File: config.mk
export PLATFORM = sky130hd
export DESIGN_NAME = key_debouncer
export DESIGN_NICKNAME = d
export VERILOG_FILES = /design/src/rtl/key_debouncer.sv
export SDC_FILE = /design/constraint.sdc
export NUM_CORES = 1
export LEC_CHECK = 0
export CAP_MARGIN = 0
export CORE_ASPECT_RATIO = 0.7
export CORE_MARGIN = 8
export CORE_UTILIZATION = 56
export CTS_CLUSTER_SIZE = 14
export DETAILED_ROUTE_END_ITERATION = 8
export HOLD_SLACK_MARGIN = 0.12
export PLACE_DENSITY = 0.77
export SLEW_MARGIN = 20
export SYNTH_ARGS = -nofsm -noshare
export SYNTH_HDL_FRONTEND = slang
export SYNTH_SLANG_ARGS = --single-unit
File: constraint.sdc
create_clock -name sysclk -period 8.6 [get_ports sysclk]
set_input_delay 1.72 -clock sysclk [delete_from_list [all_inputs] [get_ports sysclk]]
set_output_delay 1.72 -clock sysclk [all_outputs]
set_load 0.01 [all_outputs]
File: src/rtl/key_debouncer.sv
// Per-key two-flop synchroniser and 4-state debounce FSM producing clean levels and press/release pulses.
// Optional auto-repeat of keys_press while a key is held, enabled by defining KEY_REPEAT_EN.
module key_debouncer #(
  parameter int N_KEYS          = 9,
  parameter int DEBOUNCE_CYCLES = 500000,
  parameter int CNT_W           = 20,
  parameter int REPEAT_DELAY    = 25000000,
  parameter int REPEAT_PERIOD   = 5000000
) (
  input  logic              sysclk,
  input  logic              rst,
  input  logic [N_KEYS-1:0] keys_raw,
  output logic [N_KEYS-1:0] keys_level,
  output logic [N_KEYS-1:0] keys_press,
  output logic [N_KEYS-1:0] keys_release,
  output logic              any_press
);

  localparam logic [1:0] ST_RELEASED     = 2'd0;
  localparam logic [1:0] ST_PRESS_WAIT   = 2'd1;
  localparam logic [1:0] ST_PRESSED      = 2'd2;
  localparam logic [1:0] ST_RELEASE_WAIT = 2'd3;

  localparam logic [CNT_W-1:0] CNT_LAST = CNT_W'(DEBOUNCE_CYCLES - 1);
  localparam logic [CNT_W-1:0] CNT_ONE  = CNT_W'(1);

  if (DEBOUNCE_CYCLES < 1 || DEBOUNCE_CYCLES > (1 << CNT_W) - 1 ||
      REPEAT_DELAY < 1 || REPEAT_PERIOD < 1) begin : g_bad_param
    $error("key_debouncer: illegal parameter combination");
  end

  logic [N_KEYS-1:0] sync1_q, sync2_q;
  logic [1:0]        state_q [N_KEYS];
  logic [1:0]        state_d [N_KEYS];
  logic [CNT_W-1:0]  cnt_q   [N_KEYS];
  logic [CNT_W-1:0]  cnt_d   [N_KEYS];
  logic [N_KEYS-1:0] level_q, level_d;
  logic [N_KEYS-1:0] press_q, press_d;
  logic [N_KEYS-1:0] release_q, release_d;
  logic              any_q;

`ifdef KEY_REPEAT_EN
  localparam int RPT_W = $clog2(REPEAT_DELAY + REPEAT_PERIOD + 1);
  localparam logic [RPT_W-1:0] RPT_FIRST = RPT_W'(REPEAT_DELAY);
  localparam logic [RPT_W-1:0] RPT_NEXT  = RPT_W'(REPEAT_DELAY + REPEAT_PERIOD);
  logic [RPT_W-1:0] rpt_q [N_KEYS];
  logic [RPT_W-1:0] rpt_d [N_KEYS];
  logic [RPT_W-1:0] rpt_inc;
`endif

  always_comb begin
    // NOTE: every combinational output gets a default before the case so no latch is inferred.
    level_d   = level_q;
    press_d   = '0;
    release_d = '0;
`ifdef KEY_REPEAT_EN
    rpt_inc = '0;
`endif
    for (int i = 0; i < N_KEYS; i++) begin
      state_d[i] = state_q[i];
      cnt_d[i]   = cnt_q[i];
`ifdef KEY_REPEAT_EN
      rpt_d[i]   = '0;
`endif
      case (state_q[i])
        ST_RELEASED: begin
          if (sync2_q[i]) begin
            state_d[i] = ST_PRESS_WAIT;
            cnt_d[i]   = CNT_ONE;
          end
        end
        ST_PRESS_WAIT: begin
          if (!sync2_q[i]) begin
            state_d[i] = ST_RELEASED;
            cnt_d[i]   = '0;
          end else if (cnt_q[i] >= CNT_LAST) begin
            // >= lets DEBOUNCE_CYCLES==1 accept on the first cycle in the wait state
            state_d[i] = ST_PRESSED;
            cnt_d[i]   = '0;
            level_d[i] = 1'b1;
            press_d[i] = 1'b1;
          end else begin
            cnt_d[i] = cnt_q[i] + CNT_ONE;
          end
        end
        ST_PRESSED: begin
          if (!sync2_q[i]) begin
            state_d[i] = ST_RELEASE_WAIT;
            cnt_d[i]   = CNT_ONE;
          end else begin
`ifdef KEY_REPEAT_EN
            rpt_inc = rpt_q[i] + 1'b1;
            if (rpt_inc == RPT_NEXT) begin
              rpt_d[i]   = RPT_FIRST;
              press_d[i] = 1'b1;
            end else begin
              rpt_d[i]   = rpt_inc;
              press_d[i] = (rpt_inc == RPT_FIRST);
            end
`endif
          end
        end
        ST_RELEASE_WAIT: begin
          if (sync2_q[i]) begin
            state_d[i] = ST_PRESSED;
            cnt_d[i]   = '0;
          end else if (cnt_q[i] >= CNT_LAST) begin
            state_d[i]   = ST_RELEASED;
            cnt_d[i]     = '0;
            level_d[i]   = 1'b0;
            release_d[i] = 1'b1;
          end else begin
            cnt_d[i] = cnt_q[i] + CNT_ONE;
          end
        end
        default: begin
          state_d[i] = ST_RELEASED;
          cnt_d[i]   = '0;
          level_d[i] = 1'b0;
        end
      endcase
    end
  end

  // NOTE: sequential state uses non-blocking assignments so all flops update together at the edge.
  always_ff @(posedge sysclk or posedge rst) begin
    if (rst) begin
      sync1_q   <= '0;
      sync2_q   <= '0;
      level_q   <= '0;
      press_q   <= '0;
      release_q <= '0;
      any_q     <= 1'b0;
      for (int i = 0; i < N_KEYS; i++) begin
        state_q[i] <= ST_RELEASED;
        cnt_q[i]   <= '0;
`ifdef KEY_REPEAT_EN
        rpt_q[i]   <= '0;
`endif
      end
    end else begin
      sync1_q   <= keys_raw;
      sync2_q   <= sync1_q;
      level_q   <= level_d;
      press_q   <= press_d;
      release_q <= release_d;
      any_q     <= |press_d;
      for (int i = 0; i < N_KEYS; i++) begin
        state_q[i] <= state_d[i];
        cnt_q[i]   <= cnt_d[i];
`ifdef KEY_REPEAT_EN
        rpt_q[i]   <= rpt_d[i];
`endif
      end
    end
  end

  assign keys_level   = level_q;
  assign keys_press   = press_q;
  assign keys_release = release_q;
  assign any_press    = any_q;

endmodule

==> flow_summary.json, run 1 <==
{
  "status": "finished, final reports clean",
  "clkPwrFrac": 0.388,
  "grt_pass1_wl_mm": 45.9,
  "die_area_um2": 27700,
  "switchingPower_uw": 733,
  "powerDensity_nw_per_um2": 190,
  "gr-total-overflow": 0,
  "grt_max_degree": 116,
  "synth_async_sr_flop_share": 1.00,
  "drive_above_1_share": 0.0637,
  "hpwl_mm": 17.5,
  "vias_per_cell": 6.31,
  "start_util": 0.564,
  "r2r-start": "cnt_q[140]$_DFFE_PP0P_",
  "slew_viol_final": 0,
  "synth-seq-cells": 244,
  "power_frac_comb": 0.127,
  "coreArea_um2": 22400,
  "synth_area_um2": 12600,
  "area_delta_synth_final_pct": 9.95,
  "firstDrtPassIters": 7,
  "drt_iter0_markers": 880,
  "fin_crit_ns": 3.15,
  "rsz0062_at_grt": "false",
  "tns_ns": 0,
  "syn_inst": 1315,
  "holdWs_ns": 0.348,
  "cp_slowest_cell": "clkdlybuf4s50_1",
  "synth-edff-count": 0,
  "route.detailed.drc": 0,
  "arrival_ns": 1.43,
  "hold_start": "sync1_q[7]$_DFF_PP0_",
  "startpoint_type": "register",
  "clockRootBuffer": "clkbuf_16",
  "critPathLaunch": "keys_level[2]$_DFFE_PP0P_",
  "tritoncts": "yes",
  "fin_total_pwr_mw": 2.64,
  "path_max_fanout": 3,
  "hold_class": "reg2reg",
  "detail-route-antenna-nets": 0,
  "synth_common_cells": "dfrtp_1, nand2_1, nor2_1, nand3_1, a31oi_1",
  "h-tree-depth": 1,
  "crit_path_cell_trace": "clkdlybuf4s50_1",
  "slowest_delay_ns": 0.55,
  "synth.area.top_cells": "dfrtp_1, a31oi_1, nand3_1",
  "slew_headroom": 0.311,
  "grt_antenna_before_repair": 0,
  "tightest_slew_ns": 1.03,
  "wl_per_cell_um": 16.4,
  "cts_sinks": 244,
  "io-pin-count": 39,
  "synth-seq-area-share": 0.484,
  "totalWireLength_mm": 26.6,
  "seqPwrFrac": 0.485,
  "finish.utilization": 0.620,
  "clk_pin_slew_worst_paths_ns": 0.06,
  "grt_pass1_vias": 9373,
  "yosys_warnings": 0,
  "yosysMostFrequentCell": "dfrtp_1",
  "criticalPathCategory": "reg2out",
  "synth_cell_type_count": 78,
  "portBuffers": 38,
  "intPower_mw": 1.91,
  "cts.repair.resized": 0,
  "skew_ns": 0.0100,
  "synth_top_cell_by_area": "dfrtp_1",
  "clk_latency_ns": 0.52,
  "finalSetupViolations": 0,
  "maxCapViolCount": 0,
  "gp_congestion": 0.851,
  "p_sw_frac": 0.277,
  "fin_nets": 1338,
  "die_w_um": 195,
  "synth.avg_cell_area_um2": 9.59,
  "cts_buffers": 24,
  "hold_buffers": 0,
  "cp_top_family": "buffers and inverters",
  "grtUsageTotal": 0.192,
  "ir_drop_mv": 0.184,
  "finalHoldViolCount": 0,
  "cp_num_buf_inv": 1,
  "postCtsSetupBuffers": 0,
  "cp.required_ns": 6.88,
  "vias": 10229,
  "synth_fp_nets": 1335,
  "dieHeight_um": 142,
  "p_leak_nw": 5.77,
  "yosysTopAreaCellShare": 0.484,
  "cts.path.max_buffers": 3,
  "synthFlopType": "dfrtp_1",
  "period_share": 0.366,
  "fmax_mhz": 318,
  "rows": 46,
  "endpoint_kind": "output port",
  "n_antenna_cell": 0
}
[final timing paths]
path                                                 to  slack, ns  cells past startpoint
worst min-delay path               sync2_q[7]$_DFF_PP0_       0.35                      0
worst max-delay path                      keys_level[2]       5.45                      1
worst min register to register     sync2_q[7]$_DFF_PP0_       0.35                      0
min in group asynchronous       keys_press[2]$_DFF_PP0_       1.78                      2
worst max register to register   cnt_q[158]$_DFFE_PP0P_       5.65                      6
max in group asynchronous         cnt_q[11]$_DFFE_PP0P_       5.53                      3
[kinds of logic (layout without fill, tap and decap cells)]
family / count (synthesis) / count (layout) / synth area share
compound gates: 342 / 342 / 0.196
xor+xnor: 42 / 42 / 0.0292
fa+ha+maj: 9 / 9 / 0.00893
buf+inv: 120 / 139 / 0.0396
flops: 244 / 244 / 0.484
mux: 14 / 14 / 0.0119
simple gates: 544 / 544 / 0.230
[cell usage in the layout, fill, tap and decap left out, types with 14 or more instances in the layout]
master	instances
xnor2_1	19
and4_1	18
nand3_1	84
and2_1	33
nand2_1	108
o211ai_1	14
clkbuf_16	25
nand4_1	43
clkdlybuf4s50_1	38
o21ai_0	36
xor2_1	23
a31oi_1	83
nor4_1	28
or3_1	23
dfrtp_1	244
and3_1	24
a22o_1	19
o21a_1	18
nor3_1	31
a21oi_1	35
inv_1	53
nor2_1	89
[layout make-up]
class	instances	area [um^2]
tap	288	360
sequential	244	6110
fill	1798	8520
multi-input combinational	951	6010
clock inverter	12	91.3
timing repair buffer	43	418
clock buffer	30	674
inverter	54	210
[through the flow]
step | setup slack, ns | instances | instance area (um^2)
global placement | 4.86 | 1580 | 13100
CTS | 5.42 | 1622 | 13900
global route | 5.18 | 1622 | 13900
finish | 5.45 | 1622 | 13900
floorplan | 0.178 | 1315 | 12600
detailed placement | 4.87 | 1580 | 13100
[flip-flops by register name, summed over array words and instances, names as in the netlist, named ones only]
signal and flops:
sync1_q 9, state_q 9, cnt_q 180, keys_level 9, any_press 1, sync2_q 9, keys_release 9, keys_press 9
[power by group through the flow]
stage               sequential (mW)  clock [mW]  combinational (mW)
floorplan                      1.28           0               0.277
detailed placement             1.30           0               0.333
CTS                            1.28        1.05               0.335
global route                   1.29        1.10               0.378
global placement               1.29           0               0.323
finish                         1.28        1.03               0.335
[routing by layer]
metal,global-route usage,vias up,part of all wire
met1,0.289,4985,0.50
met2,0.293,250,0.44
met3,0.0253,33,0.047
li1,-,4961,-
met4,0.0386,0,0.015
met5,0,-,0
Power figures use the tool's default switching activity.
==> run 2: changes to the inputs <==
--- a/config.mk
+++ b/config.mk
@@ -8,11 +8,11 @@
 export CAP_MARGIN = 0
 export CORE_ASPECT_RATIO = 0.7
 export CORE_MARGIN = 8
-export CORE_UTILIZATION = 56
+export CORE_UTILIZATION = 60
 export CTS_CLUSTER_SIZE = 14
 export DETAILED_ROUTE_END_ITERATION = 8
 export HOLD_SLACK_MARGIN = 0.12
-export PLACE_DENSITY = 0.77
+export PLACE_DENSITY = 0.78
 export SLEW_MARGIN = 20
 export SYNTH_ARGS = -nofsm -noshare
 export SYNTH_HDL_FRONTEND = slang
==> constraint.sdc (replaced) <==
create_clock -name sysclk -period 3.3 [get_ports sysclk]
set_input_delay 0.66 -clock sysclk [delete_from_list [all_inputs] [get_ports sysclk]]
set_output_delay 0.66 -clock sysclk [all_outputs]
set_load 0.01 [all_outputs]
==> flow_summary.json, run 2 (synthesis results as in run 1) <==
{
  "r2r_end": "cnt_q[91]$_DFFE_PP0P_",
  "slowest_delay_ns": 0.75,
  "grt_max_degree": 148,
  "postCtsSetupBuffers": 0,
  "n_fill_cell": 1602,
  "hold_class": "reg2reg",
  "crit_path_cell_trace": "o41ai_1 -> and4_1 -> a32o_1 -> nand2_1 -> o311ai_0",
  "startpoint_type": "register",
  "period_share": 0.805,
  "cts_sinks": 244,
  "worst_slack_ns": 0.644,
  "fin_nets": 1347,
  "top_register": "cnt_q",
  "slew_headroom": 0.331,
  "switchingPower_mw": 1.91,
  "finalSetupViolations": 0,
  "totalWireLength_mm": 27.2,
  "criticalPathCategory": "reg2reg",
  "area_delta_synth_final_pct": 11.0,
  "p_leak_nw": 5.84,
  "vias_per_cell": 6.36,
  "gr-total-overflow": 0,
  "grt_antenna_before_repair": 0,
  "hold_buffers": 0,
  "die_w_um": 189,
  "r2r_cells": 5,
  "cts.path.max_buffers": 3,
  "gp_congestion": 0.840,
  "rrSetupSlack_ns": 0.64,
  "grt_pass1_vias": 9482,
  "status": "finished, final reports clean",
  "h-tree-depth": 1,
  "powerDensity_nw_per_um2": 504,
  "critPathLaunch": "cnt_q[89]$_DFFE_PP0P_",
  "drt_iter0_markers": 983,
  "seqPwrFrac": 0.472,
  "fin_crit_ns": 2.66,
  "maxCapViolCount": 0,
  "power_frac_comb": 0.127,
  "n_antenna_cell": 0,
  "clkPwrFrac": 0.401,
  "intPower_mw": 5.15,
  "firstDrtPassIters": 5,
  "wl_per_cell_um": 16.8,
  "hold_start": "sync1_q[5]$_DFF_PP0_",
  "portBuffers": 38,
  "fin_total_pwr_mw": 7.06,
  "tightest_slew_ns": 1.00,
  "cp.required_ns": 3.70,
  "path_max_fanout": 26,
  "start_util": 0.610,
  "clk_pin_slew_worst_paths_ns": 0.06,
  "skew_ns": 0.00968,
  "p_sw_frac": 0.270,
  "tns_ns": 0,
  "finalHoldViolCount": 0,
  "stdcell_area_um2": 14000,
  "cp_slowest_cell": "a32o_1",
  "cts_buffers": 25,
  "r2r-start": "cnt_q[89]$_DFFE_PP0P_",
  "rows": 44,
  "ir_drop_mv": 0.503,
  "dieHeight_um": 137,
  "holdWs_ns": 0.348,
  "regArea_um2": 6110,
  "endpoint_kind": "register",
  "arrival_ns": 3.05,
  "vias": 10304,
  "tritoncts": "yes",
  "route.detailed.drc": 0,
  "io-pin-count": 39,
  "drive_above_1_share": 0.0684,
  "post-place-ws_ns": 0.670,
  "place_area_um2": 13200,
  "multiInputGateArea_um2": 6010,
  "final_cell_mix": "dfrtp_1, nand2_1, nor2_1",
  "layout_commonest_cell": "dfrtp_1",
  "rsz0062_at_grt": "false",
  "detail-route-antenna-nets": 0,
  "grt_pass1_wl_mm": 46.6,
  "hpwl_mm": 18.0,
  "slew_viol_final": 0,
  "clockRootBuffer": "clkbuf_16",
  "coreArea_um2": 20700,
  "cts.repair.resized": 0,
  "grtUsageTotal": 0.209,
  "min_to": "sync2_q[5]$_DFF_PP0_",
  "clk_latency_ns": 0.51,
  "holdPathStages": 0,
  "die_area_um2": 26000,
  "largest_reg_flops": 180,
  "fmax_mhz": 377
}
[run 2: layer usage]
layer,vias to the layer above,track usage,share of wire
met5,-,0,0
met4,0,0.0502,0.016
met3,36,0.0319,0.057
met2,318,0.307,0.42
met1,4957,0.321,0.50
li1,4993,-,-
[run 2: power by group through the flow]
stage	combinational [mW]	clock, mW	sequential [mW]
final	0.896	2.83	3.33
after global routing	1.01	3.02	3.36
after CTS	0.892	2.90	3.33
after detailed placement	0.883	0	3.38
after global placement	0.868	0	3.37
after floorplan	0.722	0	3.33
[run 2: worst max-delay path by stage]
stage / slack [ns] / to
4_1_cts: 0.72 / cnt_q[91]$_DFFE_PP0P_
3_5_place_dp: 0.67 / cnt_q[91]$_DFFE_PP0P_
6_report: 0.64 / cnt_q[91]$_DFFE_PP0P_
3_3_place_gp: 0.80 / any_press$_DFF_PP0_
2_1_floorplan: -0.56 / asynchronous set/reset pin
5_1_grt: 0.45 / cnt_q[91]$_DFFE_PP0P_
[run 2: per-stage QoR]
| step | instances | utilization |
|---|---|---|
| floorplan | 1315 | - |
| global placement | 1576 | 0.636 |
| finish | 1621 | 0.676 |
| detailed placement | 1576 | 0.636 |
| CTS | 1621 | 0.676 |
| global route | 1621 | 0.676 |
[run 2: area by class of cell]
type / instances / share of cell area
clock buffers: 37 / 0.0522
clock inverters: 8 / 0.00715
inverters: 54 / 0.0147
multi-input cells: 951 / 0.429
flip-flops and latches: 244 / 0.436
well taps: 276 / 0.0247
repair buffers: 51 / 0.0359
[run 2: critical path, delay by kind of cell, from the launching register on]
family             cells  cell delay [ns]
and+or+nand+nor        2             0.49
AOI/OAI and AO/OA      3             1.63
DFF                    1             0.42
==> run 3: changes to the inputs <==
==> constraint.sdc (replaced) <==
create_clock -name sysclk -period 2.6 [get_ports sysclk]
set_input_delay 0.52 -clock sysclk [delete_from_list [all_inputs] [get_ports sysclk]]
set_output_delay 0.52 -clock sysclk [all_outputs]
set_load 0.01 [all_outputs]
==> flow_summary.json, run 3 (synthesis results as in run 1) <==
{
  "cts.path.max_buffers": 3,
  "cp_slowest_cell": "a21o_1",
  "r2r_cells": 6,
  "grtUsageTotal": 0.214,
  "r2r_end": "cnt_q[54]$_DFFE_PP0P_",
  "maxCapViolCount": 0,
  "slowest_delay_ns": 0.42,
  "cts_buffers": 24,
  "detail-route-antenna-nets": 0,
  "die_area_um2": 26000,
  "critPathLaunch": "cnt_q[40]$_DFFE_PP0P_",
  "firstDrtPassIters": 5,
  "endpoint_kind": "register",
  "drt_iter0_markers": 1085,
  "tightest_slew_ns": 0.830,
  "arrival_ns": 2.81,
  "postCtsSetupBuffers": 0,
  "drive_above_1_share": 0.0842,
  "cp.required_ns": 3.02,
  "h-tree-depth": 1,
  "path_max_fanout": 14,
  "largest_reg_flops": 180,
  "finalHoldViolCount": 0,
  "start_util": 0.610,
  "layout_commonest_cell": "dfrtp_1",
  "powerDensity_nw_per_um2": 630,
  "io-pin-count": 39,
  "hold_buffers": 0,
  "gp_congestion": 0.885,
  "route.detailed.drc": 0,
  "fmax_mhz": 419,
  "rsz0062_at_grt": "false",
  "slew_headroom": 0.445,
  "hold_start": "sync1_q[6]$_DFF_PP0_",
  "criticalPathCategory": "reg2reg",
  "clk_pin_slew_worst_paths_ns": 0.07,
  "crit_path_cell_trace": "ha_1 -> and4_1 -> o41ai_1 -> a21o_1 -> or3b_1 -> a31oi_1",
  "placedCellCount": 1597,
  "top_register": "cnt_q",
  "rows": 44,
  "skew_ns": 0.00744,
  "vias_per_cell": 6.38,
  "area_delta_synth_final_pct": 12.0,
  "status": "finished, final reports clean",
  "grt_antenna_before_repair": 0,
  "fin_nets": 1367,
  "coreArea_um2": 20700,
  "grt_pass1_wl_mm": 47.5,
  "vias": 10469,
  "n_antenna_cell": 0,
  "r2r-start": "cnt_q[40]$_DFFE_PP0P_",
  "clk_latency_ns": 0.51,
  "instances_no_fill": 1641,
  "tns_ns": 0,
  "startpoint_type": "register",
  "gr-total-overflow": 0,
  "dieHeight_um": 137,
  "finish.utilization": 0.683,
  "tritoncts": "yes",
  "holdPathStages": 0,
  "p_leak_nw": 5.93,
  "wl_per_cell_um": 16.9,
  "grt_max_degree": 106,
  "min_to": "sync2_q[6]$_DFF_PP0_",
  "grt_pass1_vias": 9559,
  "rrSetupSlack_ns": 0.22,
  "die_w_um": 189,
  "slew_viol_final": 0,
  "period_share": 0.917,
  "cp_num_buf_inv": 0,
  "hold_class": "reg2reg",
  "ir_drop_mv": 0.612,
  "cts_sinks": 244,
  "clockRootBuffer": "clkbuf_16",
  "totalWireLength_mm": 27.7,
  "final_cell_mix": "dfrtp_1, nand2_1, nor2_1",
  "fin_crit_ns": 2.38,
  "portBuffers": 38,
  "finalSetupViolations": 0,
  "hpwl_mm": 18.6,
  "cp_top_family": "compound AO/OA/AOI/OAI gates"
}
run 3: repair_timing:
| action | CTS | global route |
|---|---|---|
| resized for setup | 0 | 3 |
| setup endpoints to repair | 0 | 4 |
| endpoints found under the hold margin | 0 | 0 |
run 3: where the power goes:
part	leakage, nW	internal [mW]	switching [mW]
Sequential	3.31	3.98	0.246
Combinational	2.23	0.450	0.738
Clock	0.389	2.02	1.45
run 3: per-layer routing:
metal  vias to the layer above  wire length, um  track usage
met5                         -                0            0
met4                         0              534       0.0511
met3                        47             1810       0.0367
met2                       361            12000        0.316
met1                      5040            13400        0.322
li1                       5021                -            -
run 3: worst max-delay path by stage:
stage / slack [ns] / to / cells after the start
after floorplan: -1.12 / asynchronous set/reset pin / 1
after global placement: 0.27 / cnt_q[77]$_DFFE_PP0P_ / 7
after detailed placement: 0.15 / cnt_q[77]$_DFFE_PP0P_ / 7
after CTS: 0.12 / cnt_q[77]$_DFFE_PP0P_ / 7
after global routing: 0.02 / any_press$_DFF_PP0_ / 6
final: 0.22 / cnt_q[54]$_DFFE_PP0P_ / 6
run 3: metrics by stage:
stage / hold WS [ns] / instance area, um^2 / total power, mW / setup WS (ns)
CTS: 0.343 / 14100 / 8.96 / 0.125
floorplan: 0.331 / 12600 / 5.14 / -1.12
finish: 0.342 / 14100 / 8.90 / 0.216
global placement: 0.332 / 13300 / 5.42 / 0.271
detailed placement: 0.335 / 13300 / 5.47 / 0.152
global route: 0.357 / 14100 / 9.32 / 0.0175
run 3: layout make-up:
class	instances	area [um^2]
timing repair buffer	72	661
inverter	54	206
tap	276	345
clock inverter	11	111
clock buffer	33	676
sequential	244	6110
multi-input combinational	951	6030
fill	1612	6570
